<file path="src/rtl/an_code_pkg.sv">
// rtl/an_code_pkg.sv - shared AN-code constants, state encoding and clog2 helper
`timescale 1ns/1ps
package an_code_pkg;

  // Default code parameters; the decoder side imports the same values.
  localparam int AN_A_DEF     = 13;
  localparam int AN_MSG_W_DEF = 3;
  localparam int AN_CW_W_DEF  = 7;

  typedef enum logic [1:0] {
    ST_IDLE = 2'd0,
    ST_MUL  = 2'd1,
    ST_DONE = 2'd2
  } an_state_e;

  // Ceiling log2, usable in parameter expressions.
  function automatic int clog2(input int value);
    int r;
    int v;
    r = 0;
    v = value - 1;
    while (v > 0) begin
      r++;
      v = v >> 1;
    end
    return r;
  endfunction

endpackage

</file>
<file path="src/rtl/an_encoder_seq_if.sv">
// rtl/an_encoder_seq_if.sv - message-in / codeword-out handshake bundle
`timescale 1ns/1ps
interface an_encoder_seq_if
  import an_code_pkg::*;
#(
  parameter int MSG_W = AN_MSG_W_DEF,
  parameter int CW_W  = AN_CW_W_DEF
);
  logic             in_valid;
  logic             in_ready;
  logic [MSG_W-1:0] in_msg;
  logic [CW_W-1:0]  in_err_mask;
  logic             out_valid;
  logic             out_ready;
  logic [CW_W-1:0]  out_codeword;
  logic             busy;

  // Source/sink side: feeds messages, consumes codewords.
  modport master (
    output in_valid, in_msg, in_err_mask, out_ready,
    input  in_ready, out_valid, out_codeword, busy
  );

  // Encoder side.
  modport slave (
    input  in_valid, in_msg, in_err_mask, out_ready,
    output in_ready, out_valid, out_codeword, busy
  );
endinterface

</file>
<file path="src/rtl/an_shiftadd_mul.sv">
// rtl/an_shiftadd_mul.sv - serial shift-add multiplier, one multiplier bit per cycle
`timescale 1ns/1ps
module an_shiftadd_mul
  import an_code_pkg::*;
#(
  parameter int A     = AN_A_DEF,
  parameter int MSG_W = AN_MSG_W_DEF,
  parameter int CW_W  = AN_CW_W_DEF
) (
  input  logic             clk,
  input  logic             rst_n,
  input  logic             start,
  input  logic [MSG_W-1:0] msg,
  output logic             done,
  output logic [CW_W-1:0]  product
);
  localparam int CNT_W = clog2(MSG_W + 1);

  logic             running;
  logic [CW_W-1:0]  acc;
  logic [CW_W-1:0]  mcand;
  logic [MSG_W-1:0] mplier;
  logic [CNT_W-1:0] cnt;
  logic [CW_W-1:0]  partial;

  // product is the accumulator after this cycle's add, so the final value is
  // available on the same edge that done is seen.
  assign partial = mplier[0] ? mcand : '0;
  assign product = acc + partial;
  assign done    = running && (cnt == CNT_W'(MSG_W - 1));

  // Load operands on start, then add-and-shift for exactly MSG_W cycles.
  always_ff @(posedge clk or negedge rst_n) begin
    if (!rst_n) begin
      running <= 1'b0;
      acc     <= '0;
      mcand   <= '0;
      mplier  <= '0;
      cnt     <= '0;
    end else if (start) begin
      running <= 1'b1;
      acc     <= '0;
      mcand   <= CW_W'(A);
      mplier  <= msg;
      cnt     <= '0;
    end else if (running) begin
      acc    <= product;
      mcand  <= mcand << 1;
      mplier <= mplier >> 1;
      cnt    <= cnt + CNT_W'(1);
      if (done) running <= 1'b0;
    end
  end
endmodule

</file>
<file path="src/rtl/an_encoder_seq.sv">
// rtl/an_encoder_seq.sv - sequential AN-code encoder with optional fault mask
`timescale 1ns/1ps
module an_encoder_seq
  import an_code_pkg::*;
#(
  parameter int A     = AN_A_DEF,
  parameter int MSG_W = AN_MSG_W_DEF,
  parameter int CW_W  = AN_CW_W_DEF
) (
  input  logic             clk,
  input  logic             rst_n,
  an_encoder_seq_if.slave  bus
);
  localparam logic [1:0] IDLE = ST_IDLE;
  localparam logic [1:0] MUL  = ST_MUL;
  localparam logic [1:0] DONE = ST_DONE;

  if ((A < 3) || ((A % 2) == 0)) begin : g_bad_a
    $error("an_encoder_seq: A must be odd and >= 3");
  end
  if (CW_W < MSG_W + clog2(A)) begin : g_bad_cw
    $error("an_encoder_seq: CW_W too narrow for A * (2^MSG_W - 1)");
  end

  logic [1:0]      state;
  logic [CW_W-1:0] mask;
  logic [CW_W-1:0] codeword;
  logic            start;
  logic            mul_done;
  logic [CW_W-1:0] product;

  assign start            = (state == IDLE) && bus.in_valid;
  assign bus.in_ready     = (state == IDLE);
  assign bus.busy         = (state != IDLE);
  assign bus.out_valid    = (state == DONE);
  assign bus.out_codeword = codeword;

  an_shiftadd_mul #(
    .A     (A),
    .MSG_W (MSG_W),
    .CW_W  (CW_W)
  ) u_mul (
    .clk     (clk),
    .rst_n   (rst_n),
    .start   (start),
    .msg     (bus.in_msg),
    .done    (mul_done),
    .product (product)
  );

  // Handshake FSM; the mask is applied once to the finished product only.
  always_ff @(posedge clk or negedge rst_n) begin
    if (!rst_n) begin
      state    <= IDLE;
      mask     <= '0;
      codeword <= '0;
    end else begin
      case (state)
        IDLE: if (bus.in_valid) begin
          mask  <= bus.in_err_mask;
          state <= MUL;
        end
        MUL: if (mul_done) begin
          codeword <= product ^ mask;
          state    <= DONE;
        end
        DONE: if (bus.out_ready) state <= IDLE;
        default: state <= IDLE;
      endcase
    end
  end
endmodule

</file>
<file path="src/flat_wrapper.sv">
// flat-port wrapper written by rule: the top's interface ports become plain ports
module an_encoder_seq_flat import an_code_pkg::*;
#(
  parameter int A     = AN_A_DEF,
  parameter int MSG_W = AN_MSG_W_DEF,
  parameter int CW_W  = AN_CW_W_DEF
)
  (clk, rst_n, bus_in_valid, bus_in_msg, bus_in_err_mask, bus_out_ready, bus_in_ready, bus_out_valid, bus_out_codeword, bus_busy);
  an_encoder_seq_if #(.MSG_W(MSG_W), .CW_W(CW_W)) bus_i ();
  input  logic clk;
  input  logic rst_n;
  input wire logic [$bits(bus_i.in_valid)-1:0] bus_in_valid;
  input wire logic [$bits(bus_i.in_msg)-1:0] bus_in_msg;
  input wire logic [$bits(bus_i.in_err_mask)-1:0] bus_in_err_mask;
  input wire logic [$bits(bus_i.out_ready)-1:0] bus_out_ready;
  output wire logic [$bits(bus_i.in_ready)-1:0] bus_in_ready;
  output wire logic [$bits(bus_i.out_valid)-1:0] bus_out_valid;
  output wire logic [$bits(bus_i.out_codeword)-1:0] bus_out_codeword;
  output wire logic [$bits(bus_i.busy)-1:0] bus_busy;
  assign bus_i.in_valid = bus_in_valid;
  assign bus_i.in_msg = bus_in_msg;
  assign bus_i.in_err_mask = bus_in_err_mask;
  assign bus_i.out_ready = bus_out_ready;
  assign bus_in_ready = bus_i.in_ready;
  assign bus_out_valid = bus_i.out_valid;
  assign bus_out_codeword = bus_i.out_codeword;
  assign bus_busy = bus_i.busy;
  an_encoder_seq #(.A(A), .MSG_W(MSG_W), .CW_W(CW_W)) u_core (.clk(clk), .rst_n(rst_n), .bus(bus_i));
endmodule
</file>
<file path="config.mk">
export PLATFORM = sky130hd
export DESIGN_NAME = an_encoder_seq_flat
export DESIGN_NICKNAME = d
export VERILOG_FILES = /design/src/rtl/an_code_pkg.sv /design/src/rtl/an_encoder_seq_if.sv /design/src/rtl/an_shiftadd_mul.sv /design/src/rtl/an_encoder_seq.sv /design/src/flat_wrapper.sv
export SDC_FILE = /design/constraint.sdc
export NUM_CORES = 1
export LEC_CHECK = 0
export ABC_CLOCK_PERIOD_IN_PS = 3000
export CAP_MARGIN = 20
export CORE_AREA = 2 2 59 67
export CTS_CLUSTER_DIAMETER = 200
export DETAILED_ROUTE_END_ITERATION = 6
export DIE_AREA = 0 0 61 69
export GPL_ROUTABILITY_DRIVEN = 0
export PLACE_DENSITY = 0.76
export SLEW_MARGIN = 20
export SYNTH_ARGS = -nofsm -noshare
export SYNTH_HDL_FRONTEND = slang
export SYNTH_HIERARCHICAL = 1
export SYNTH_SLANG_ARGS = --single-unit
</file>
<file path="constraint.sdc">
create_clock -name clk -period 3 [get_ports clk]
set_input_delay 0.45 -clock clk [delete_from_list [all_inputs] [get_ports clk]]
set_output_delay 0.45 -clock clk [all_outputs]
set_load 0.02 [all_outputs]
</file>
# After elaboration in Yosys (flattened, before gate mapping)
# Cells that the tools add are included.
# totals
ff_bits	36
input_bits	14
out_inout_bits	10
# op_classes
add_sub_neg	2
n_eq_ne	6
mux	16
bitwise_logic	1
reduce_logical	8
# op_table
operator	n
$mux 7	5
$mux 2	5
$add 7x7->7	1
$xor 7x7->7	1
$mux 3	2
$pmux 2 s3	1
$eq 2x2->1 const B	2
$ne 2x2->1 const B	2
$reduce_and 2->1	2
$reduce_bool 2->1	2
$mux 1	3
$reduce_and 3->1	1
$add 2x1->2 const B	1
$eq 2x1->1 const B	1
$logic_and 1x1->1	2
$logic_not 2->1	1
$ne 2x1->1 const B	1

# Depth between registers and ports, before layout
# Gate-level depths: netlist of run 1.
# logic_depth
depth_word	5
mapped_depth	10

# By module
# The synthesis of run 1 kept the hierarchy.
# modules_own_cells
module	instances	cells_per_inst	area_per_inst_um2	seq_area_each_um2
an_shiftadd_mul	1	105	1099.8	500.5
an_encoder_seq	1	48	732.0	400.4

# Least setup slack after synthesis of run 1
# Ideal clock, no wire load.
# synth_timing
kind	reg2reg
startpoint	reg u_core.u_mul.mplier[0]
endpoint	reg u_core.codeword[6] (netlist: u_core/bus.out_codeword[6])
setup_time_ns	0.125
t_arrival_ns	2.150
required_ns	2.875
path_slack_ns	0.725
stages_incl_launch_ff	11
path_buffers	0
cell_sequence	dfrtp_1 and2_1 ha_1 fa_1 a21oi_1 nand4b_1 a21oi_1 nand2b_1 xnor2_1 xor2_1 mux2_4
# synth_between
elab_chain_cells	3
# synth_lines
item	line	source
start, declared	an_shiftadd_mul.sv:22	logic [MSG_W-1:0] mplier;
start signal, assigned	an_shiftadd_mul.sv:44	mplier <= msg;
start signal, assigned	an_shiftadd_mul.sv:49	mplier <= mplier >> 1;
$mux 7	an_shiftadd_mul.sv:28	assign partial = mplier[0] ? mcand : '0;
$add 7x7->7	an_shiftadd_mul.sv:29	assign product = acc + partial;
via u_core.product[6]	an_encoder_seq.sv:30	logic [CW_W-1:0] product;
$xor 7x7->7	an_encoder_seq.sv:64	codeword <= product ^ mask;
end signal, assigned	an_encoder_seq.sv:64	
end, declared	an_encoder_seq.sv:27	logic [CW_W-1:0] codeword;
# The timed path passes the listed nets, and every way through them passes these cells.
# A chain may end at the register's enable or synchronous reset.

# Worst setup path in the final report of run 1
# Same ends and word-level chain as after synthesis.

==> results.cfg, run 1 <==
[outcome]
outcome = complete, no violations

[clocking]
cts.clk_slew.worst_paths_ns = 0.07
cts_sinks = 36
holdBufCountCts = 0
h-tree-depth = 2
max-clock-path-buffers = 2
postCtsSetupBuffers = 0
cts_root_buf = clkbuf_8
clk_latency_ns = 0.29
cts_tree = done
numCtsBuffers = 5
post_cts_resized = 0

[layout]
drive_above_1_share_pct = 15.00
fin_area_mm2 = 0.002207
layout_commonest_cell = dfrtp_1
layout_common_cells = dfrtp_1 (36), clkdlybuf4s50_1 (23), nor2_1 (15), xor2_1 (9), mux2i_1 (8)
fillerInstances = 310
fin_cells = 230
layout.nets = 202
final_util_pct = 62.35
areaGrowthSynthToFinish_pct = 20.49
num_antenna_cells = 0

[logic_synthesis]
synth-edff-count = 0
ys_types = 35
synth-compound-area-share_pct = 8.197
synth-seq-cells = 36
syn_nets = 175
synth_warnings = 6
netlist_area_mm2 = 0.001832
synthCells = 153
yosysSeqAreaShare_pct = 49.18
yosys.area_share.simple_pct = 13.11
muxShareOfSynthArea_pct = 15.03
synthArstFlopShare_pct = 100.0
synth_top_family_by_area = multiplexers
syn_area_per_cell_um2 = 11.97
synth_xor_area_share_pct = 6.216
dominantRegCellSynth = dfrtp_1
synthAdderAreaFrac_pct = 5.874

[worst_setup_path]
crit_path_max_fanout = 8
rr_worst_depth = 10
rrSetupSlack_ns = 0.53
crit_required_ns = 3.17
crit_start = u_core/u_mul/mplier[0]
endpoint_kind = flip-flop
timing.rr.start = u_core/u_mul/mplier[0]
crit-reg2reg-capture = u_core/bus.out_codeword[6]
worstSetupPathType = reg -> reg
cp_data_arrival_time_ns = 2.64
critPathLaunchType = flip-flop
crit_path_end = u_core/bus.out_codeword[6]

[min_path]
worstHoldPathType = reg -> reg
min_from = u_core/u_mul/mcand[0]

[floorplanning]
core_mm2 = 0.003540
dieArea_mm2 = 0.004209
initial_core_util_pct = 51.75
fp.dieH_um = 69
die_w_um = 61
fp-row-count = 23
ios = 24

[global_routing]
grt_pass1_wl_um = 5892
antenna_found_initial = 0
overflow = 0
grt_usage_pct = 18.44
grt_pass1_vias = 1279
grt_max_degree = 37

[detailed_routing]
routed_wl_um = 3218
firstDrtPassIters = 4
drc = 0
drt_iter0_drc = 36
ant_nets = 0
num_vias = 1183
via_per_inst = 5.143
wl_per_cell_um = 13.99

[placed_design]
post-place-ws_ns = 0.5484
port_buffers = 23
placed_cell_area_mm2 = 0.002111
dpl.hpwl_um = 2383
placed_cells = 223

[sta]
max_slew_margin_pct = 50.76
finalCritPeriodShare_pct = 82.26
rsz0062_at_grt = false
min_period_ns = 2.468
whs_ns = 0.5138
drv_slew = 0
finClkSkew_ns = 0.003472
fmax_mhz = 405.2
tightest_slew_ns = 0.7386
final.setup.worst_slack_ns = 0.5323
hold_viol = 0
final-setup-viol-count = 0
setup_tns_ns = 0

[pwr]
pwr_density_cell_mw_per_mm2 = 1077
seqPwrFrac_pct = 38.9
switching_share_pct = 36.29
p_sw_uw = 862.6
leakage_nw = 1.093
p_int_mw = 1.514
power_frac_clock_pct = 15.3
fin_total_pwr_mw = 2.377
ir_drop_uv = 426.3
combPwrFrac_pct = 45.8

[flow_run]
maxCapViolations = 0
## worst min-delay path by stage
stage	slack, ns	end	depth (start not counted)
after floorplan	0.15	u_core/bus.out_codeword[0]	0
after global placement	0.48	u_core/u_mul/mcand[0]	1
after detailed placement	0.50	u_core/u_mul/mcand[0]	1
after CTS	0.51	u_core/u_mul/mcand[0]	1
after global routing	0.55	u_core/bus.out_codeword[0]	1
final	0.51	u_core/u_mul/mcand[0]	1
## cell usage after synthesis (3+ instances only)
cell type   n  area (µm²)
mux2_2      7       78.83
and2_1      7       43.79
a21o_1      5       37.54
a22o_1      3       26.28
mux2_4      7       105.1
xor2_1      9       78.83
dfrtp_1    36       900.9
xnor2_1     4       35.03
a21oi_1     4       20.02
o21ai_0     4       20.02
nand2b_1    4       25.02
mux2i_1     8       80.08
nand2_1     4       15.01
nor2b_1     4       25.02
ha_1        7       87.58
nor2_1     15       56.30
inv_1       4       15.01
## layer usage
layer,track usage (%),vias to the layer above,routed length [µm]
met5,0,-,0
met1,24.08,582,1453
met2,28.79,23,1594
met3,5.816,3,132
met4,5.797,0,38
li1,-,575,-
## cells by family after synthesis
logic type	after synthesis
buffers and inverters	9
AOI/OAI and AO/OA	21
adders and majority gates	8
DFF	36
and+or+nand+nor	43
xor gates and xnor gates	13
muxes	23
## worst max-delay path, stage by stage, from the launching register on
cell      delay [ns]
dfrtp_1         0.44
and2_1          0.16
ha_1            0.21
fa_1            0.42
a21oi_1         0.20
nand4b_1        0.16
a21oi_1         0.09
nand2b_1        0.15
xnor2_1         0.14
xor2_1          0.14
mux2_4          0.26
## power groups by stage
| stage | combinational (mW) | sequential [mW] | clock, mW |
|---|---|---|---|
| 2_1_floorplan | 0.801 | 0.905 | 0 |
| 3_3_place_gp | 1.06 | 0.916 | 0 |
| 3_5_place_dp | 1.10 | 0.933 | 0 |
| 4_1_cts | 1.10 | 0.926 | 0.375 |
| 5_1_grt | 1.21 | 0.965 | 0.400 |
| 6_report | 1.09 | 0.924 | 0.364 |
## sequential cells by signal (all words and copies together) (netlist names)
| name | cells |
|---|---|
| u_core/u_mul/mplier | 3 |
| u_core/u_mul/acc | 7 |
| u_core/u_mul/running | 1 |
| u_core/u_mul/mcand | 7 |
| u_core/state | 2 |
| u_core/bus.out_codeword | 7 |
| u_core/mask | 7 |
| u_core/u_mul/cnt | 2 |
## cell type report
| type | count | area [µm²] | area share, % |
|---|---|---|---|
| multi-input cells | 108 | 887.1 | 40.19 |
| inverters | 4 | 15.01 | 0.6803 |
| clock buffers | 7 | 96.34 | 4.365 |
| well taps | 50 | 62.56 | 2.834 |
| repair buffers | 25 | 245.2 | 11.11 |
| flip-flops and latches | 36 | 900.9 | 40.82 |
Note: power is estimated with default switching activity, not from simulation.
==> inputs of run 2 (changes only) <==
Settings changed: ABC_CLOCK_PERIOD_IN_PS 3000 to 2200, CORE_AREA 2 2 59 67 to 2 2 62 70, DIE_AREA 0 0 61 69 to 0 0 64 72, PLACE_DENSITY 0.76 to 0.72.
Clock period 3 ns to 2.2 ns, I/O delays scaled along.
==> results.cfg, run 2 (synthesis results as in run 1) <==
[worst_setup_path]
crit_required_ns = 2.37
rr_worst_depth = 10
critPathSlowestCell = dfrtp_1
cp_data_arrival_time_ns = 2.42
critPathLaunchType = flip-flop
crit_top_cell = a21oi_2
cp_cell_sequence = and2_1 > ha_2 > fa_2 > a21oi_2 > nand4b_1 > a21oi_2 > nand2b_4 > xnor2_2 > xor2_1 > mux2_4
critical_path_cell_count = 10
worstSetupPathType = reg -> reg
rrSetupSlack_ns = -0.05
crit-reg2reg-capture = u_core/bus.out_codeword[6]
cpLargestDelayFamily = adder cells
crit_path_max_fanout = 2
timing.rr.start = u_core/u_mul/mcand[0]
crit_buf_inv = 0
endpoint_kind = flip-flop
max_stage_delay_ns = 0.38

[layout]
final_util_pct = 58.98
fillerInstances = 328
layout.nets = 207
areaGrowthSynthToFinish_pct = 24.73
drive_above_1_share_pct = 20.54
layout_commonest_cell = dfrtp_1
fin_area_mm2 = 0.002285
num_antenna_cells = 0
layout_common_cells = dfrtp_1 (36), clkdlybuf4s50_1 (23), nor2_1 (15), xor2_1 (9), mux2i_1 (8)

[clocking]
postCtsSetupBuffers = 0
cts_tree = done
numCtsBuffers = 5
holdBufCountCts = 0
max-clock-path-buffers = 2
clk_latency_ns = 0.29
h-tree-depth = 2
cts_sinks = 36
cts.clk_slew.worst_paths_ns = 0.06
cts_root_buf = clkbuf_8

[detailed_routing]
wl_met1_um = 1410
drt_iter0_drc = 43
firstDrtPassIters = 4
via_per_inst = 5.186
ant_nets = 0
num_vias = 1229
dr_wl_met3_um = 144
drc = 0
routed_wl_um = 3290
route.met2.wl_um = 1683
wl_per_cell_um = 13.88
highest_layer = met4

[sta]
max_slew_margin_pct = 66.50
fmax_mhz = 444.5
final.setup.worst_slack_ns = -0.04979
final-setup-viol-count = 2
hold_viol = 0
rsz0062_at_grt = true
drv_slew = 0
finalCritPeriodShare_pct = 102.3
tightest_slew_ns = 0.5024
finClkSkew_ns = 0.004797
min_period_ns = 2.250

[floorplanning]
die_w_um = 64
ios = 24
dieArea_mm2 = 0.004608
fp-row-count = 24
initial_core_util_pct = 47.29
core_mm2 = 0.003874
fp.dieH_um = 72

[min_path]
worstHoldPathType = in -> async

[global_routing]
grt_usage_pct = 16.40
antenna_found_initial = 0
overflow = 0
grt_max_degree = 37
grt_pass1_vias = 1327
grt_pass1_wl_um = 5851

[outcome]
violations = setup timing
outcome = finished, violations left

[flow_run]
maxCapViolations = 0

[placed_design]
dpl.hpwl_um = 2377
port_buffers = 23
placed_cell_area_mm2 = 0.002170

[pwr]
ir_drop_uv = 524.0
pwr_density_cell_mw_per_mm2 = 1446
leakage_nw = 1.127
==> run 2: cell count changes in the layout (fill, tap and decap cells not counted), moves of 2 or more <==
cell / change
buf_4: +4
a21oi_1: -2
a21oi_2: +2
clkbuf_8: -2
xnor2_1: -2
xnor2_2: +2
==> run 2: worst max-delay path by stage <==
stage,from,to,slack (ns)
2_1_floorplan,u_core/u_mul/mplier[0],u_core/bus.out_codeword[6],-0.03
3_3_place_gp,u_core/u_mul/mcand[0],u_core/bus.out_codeword[6],-0.02
6_report,u_core/u_mul/mcand[0],u_core/bus.out_codeword[6],-0.05
3_5_place_dp,u_core/u_mul/mcand[0],u_core/bus.out_codeword[6],-0.10
5_1_grt,u_core/u_mul/mcand[0],u_core/bus.out_codeword[6],-0.12
4_1_cts,u_core/u_mul/mcand[0],u_core/bus.out_codeword[6],-0.07
==> run 2: metal layers <==
metal	global-route usage, %	up-vias
li1	-	581
met1	18.43	618
met2	29.75	25
met3	4.496	5
met4	5.797	0
met5	0	-
==> run 2: per-stage QoR <==
step	cells	setup WS [ns]	hold slack (ns)	power, mW	TNS (ns)
after floorplan	153	-0.02694	0.03441	2.334	-0.02694
after global placement	230	-0.02043	0.4936	2.768	-0.02043
after detailed placement	230	-0.1017	0.4948	2.858	-0.1017
after CTS	237	-0.06810	0.4790	3.303	-0.07359
after global routing	237	-0.1244	0.5085	3.566	-0.2377
final	237	-0.04979	0.4632	3.304	-0.06937
==> run 2: power breakdown <==
| group | total, mW | switching [mW] | internal, mW | leakage (nW) |
|---|---|---|---|---|
| Sequential | 1.20 | 0.219 | 0.978 | 0.447 |
| Combinational | 1.68 | 0.784 | 0.894 | 0.639 |
| Clock | 0.429 | 0.214 | 0.215 | 0.0410 |
| Total | 3.30 | 1.22 | 2.09 | 1.13 |
==> run 2: final cells by class <==
type	count	area (µm²)	area share, %
inverters	4	15.01	0.6572
multi-input cells	108	930.9	40.74
well taps	52	65.06	2.848
clock inverters	1	5.005	0.2191
repair buffers	30	295.3	12.92
clock buffers	6	72.57	3.176
flip-flops and latches	36	900.9	39.43
==> run 2: timing repair <==
| item | in CTS | in global routing |
|---|---|---|
| gates resized for setup | 3 | 3 |
| pin swaps | 2 | 3 |
| endpoints found under the hold margin | 0 | 0 |
| setup endpoints to repair | 1 | 3 |
| gates cloned | 0 | 0 |
==> inputs of run 3 (changes only) <==
Settings changed: CORE_AREA 2 2 62 70 to 2 2 68 76, DIE_AREA 0 0 64 72 to 0 0 70 78, PLACE_DENSITY 0.72 to unset.
==> results.cfg, run 3 (synthesis results as in run 1) <==
[outcome]
outcome = finished, violations left
violations = setup timing

[floorplanning]
fp-row-count = 26
ios = 24
core_mm2 = 0.004619
die_w_um = 70
fp.dieH_um = 78
initial_core_util_pct = 39.65
dieArea_mm2 = 0.005460

[flow_run]
maxCapViolations = 0

[layout]
layout_common_cells = dfrtp_1 (36), clkdlybuf4s50_1 (23), nor2_1 (15), xor2_1 (9), buf_4 (9)
fillerInstances = 433
num_antenna_cells = 0
areaGrowthSynthToFinish_pct = 26.43
layout.nets = 210
drive_above_1_share_pct = 22.75
layout_commonest_cell = dfrtp_1

[clocking]
h-tree-depth = 2
cts.clk_slew.worst_paths_ns = 0.07
numCtsBuffers = 5
cts_tree = done
clk_latency_ns = 0.29
cts_sinks = 36
max-clock-path-buffers = 2
cts_root_buf = clkbuf_8

[sta]
final.setup.worst_slack_ns = -0.04520
fmax_mhz = 445.4
finalCritPeriodShare_pct = 102.1
finClkSkew_ns = 0.004165
drv_slew = 0
min_period_ns = 2.245
rsz0062_at_grt = true
hold_viol = 0
tightest_slew_ns = 0.5255
whs_ns = 0.4470
final-setup-viol-count = 1
max_slew_margin_pct = 64.97

[global_routing]
grt_usage_pct = 14.52
grt_pass1_vias = 1357
overflow = 0
antenna_found_initial = 0
grt_max_degree = 37
grt_pass1_wl_um = 6175

[detailed_routing]
drt_iter0_drc = 33
firstDrtPassIters = 2
drc = 0
routed_wl_um = 3526
wl_per_cell_um = 14.39
num_vias = 1227
via_per_inst = 5.008
ant_nets = 0

[placed_design]
dpl.hpwl_um = 2447
port_buffers = 23

[worst_setup_path]
worstSetupPathType = reg -> reg
endpoint_kind = flip-flop
crit_path_max_fanout = 2
crit_required_ns = 2.38
rr_worst_depth = 10
cp_data_arrival_time_ns = 2.42
critPathLaunchType = flip-flop

[pwr]
ir_drop_uv = 486.8
fin_total_pwr_mw = 3.380
pwr_density_cell_mw_per_mm2 = 1459
leakage_nw = 1.150

[min_path]
worstHoldPathType = in -> async
[run 3: critical path, cell delays in order, from the launching register on]
cell,delay (ns)
dfrtp_1,0.37
and2_1,0.16
ha_2,0.18
fa_2,0.35
a21oi_2,0.15
nand4b_1,0.18
a21oi_2,0.08
nand2b_4,0.15
xnor2_2,0.13
xor2_1,0.14
mux2_4,0.26
[run 3: power by group]
part | leakage [nW] | switching [mW] | total, mW | internal [mW]
sequential | 0.447 | 0.215 | 1.19 | 0.977
combinational | 0.652 | 0.790 | 1.70 | 0.912
clock | 0.0510 | 0.236 | 0.485 | 0.250
[run 3: layout make-up]
cell class	instances	area [µm²]	area share [%]
Inverter	4	15.01	0.6483
Clock inverter	2	10.01	0.4322
Tap cell	56	70.07	3.025
Multi-Input combinational cell	108	919.6	39.71
Timing Repair Buffer	33	317.8	13.72
Clock buffer	6	82.58	3.566
Sequential cell	36	900.9	38.90
[run 3: worst paths after layout]
check	slack, ns	startpoint	end
setup / recovery	-0.05	u_core/u_mul/mcand[0]	u_core/bus.out_codeword[6]
hold / removal	0.45	rst_n	u_core/state[0]
setup reg to reg	-0.05	u_core/u_mul/mcand[0]	u_core/bus.out_codeword[6]
hold reg to reg	0.51	u_core/bus.out_codeword[3]	u_core/bus.out_codeword[3]
max in group asynchronous	1.42	rst_n	u_core/u_mul/acc[5]
min in group clk	0.51	u_core/bus.out_codeword[3]	u_core/bus.out_codeword[3]
[run 3: per-stage QoR]
stage | std cells | setup slack [ns] | instance area, µm² | util (%) | setup TNS (ns)
4_1_cts | 243 | -0.01672 | 2288 | 49.54 | -0.01672
6_report | 245 | -0.04520 | 2316 | 50.14 | -0.04520
3_3_place_gp | 234 | -0.02479 | 2175 | 47.07 | -0.02479
5_1_grt | 245 | -0.1617 | 2316 | 50.14 | -0.3499
3_5_place_dp | 234 | -0.06987 | 2175 | 47.07 | -0.06987
2_1_floorplan | 153 | -0.02694 | 1838 | - | -0.02694
[run 3: timing repair]
item	4_1_cts	5_1_grt
resized for setup	3	2
gates cloned	0	0
buffers inserted	1	2
pin swaps	3	3
hold buffers	0	0
endpoints found under the setup margin	1	3
[run 3: layer usage]
metal | routed length, µm | GRT usage [%]
met1 | 1578 | 16.09
met2 | 1749 | 25.62
met3 | 122 | 4.026
met4 | 75 | 6.731
met5 | 0 | 0
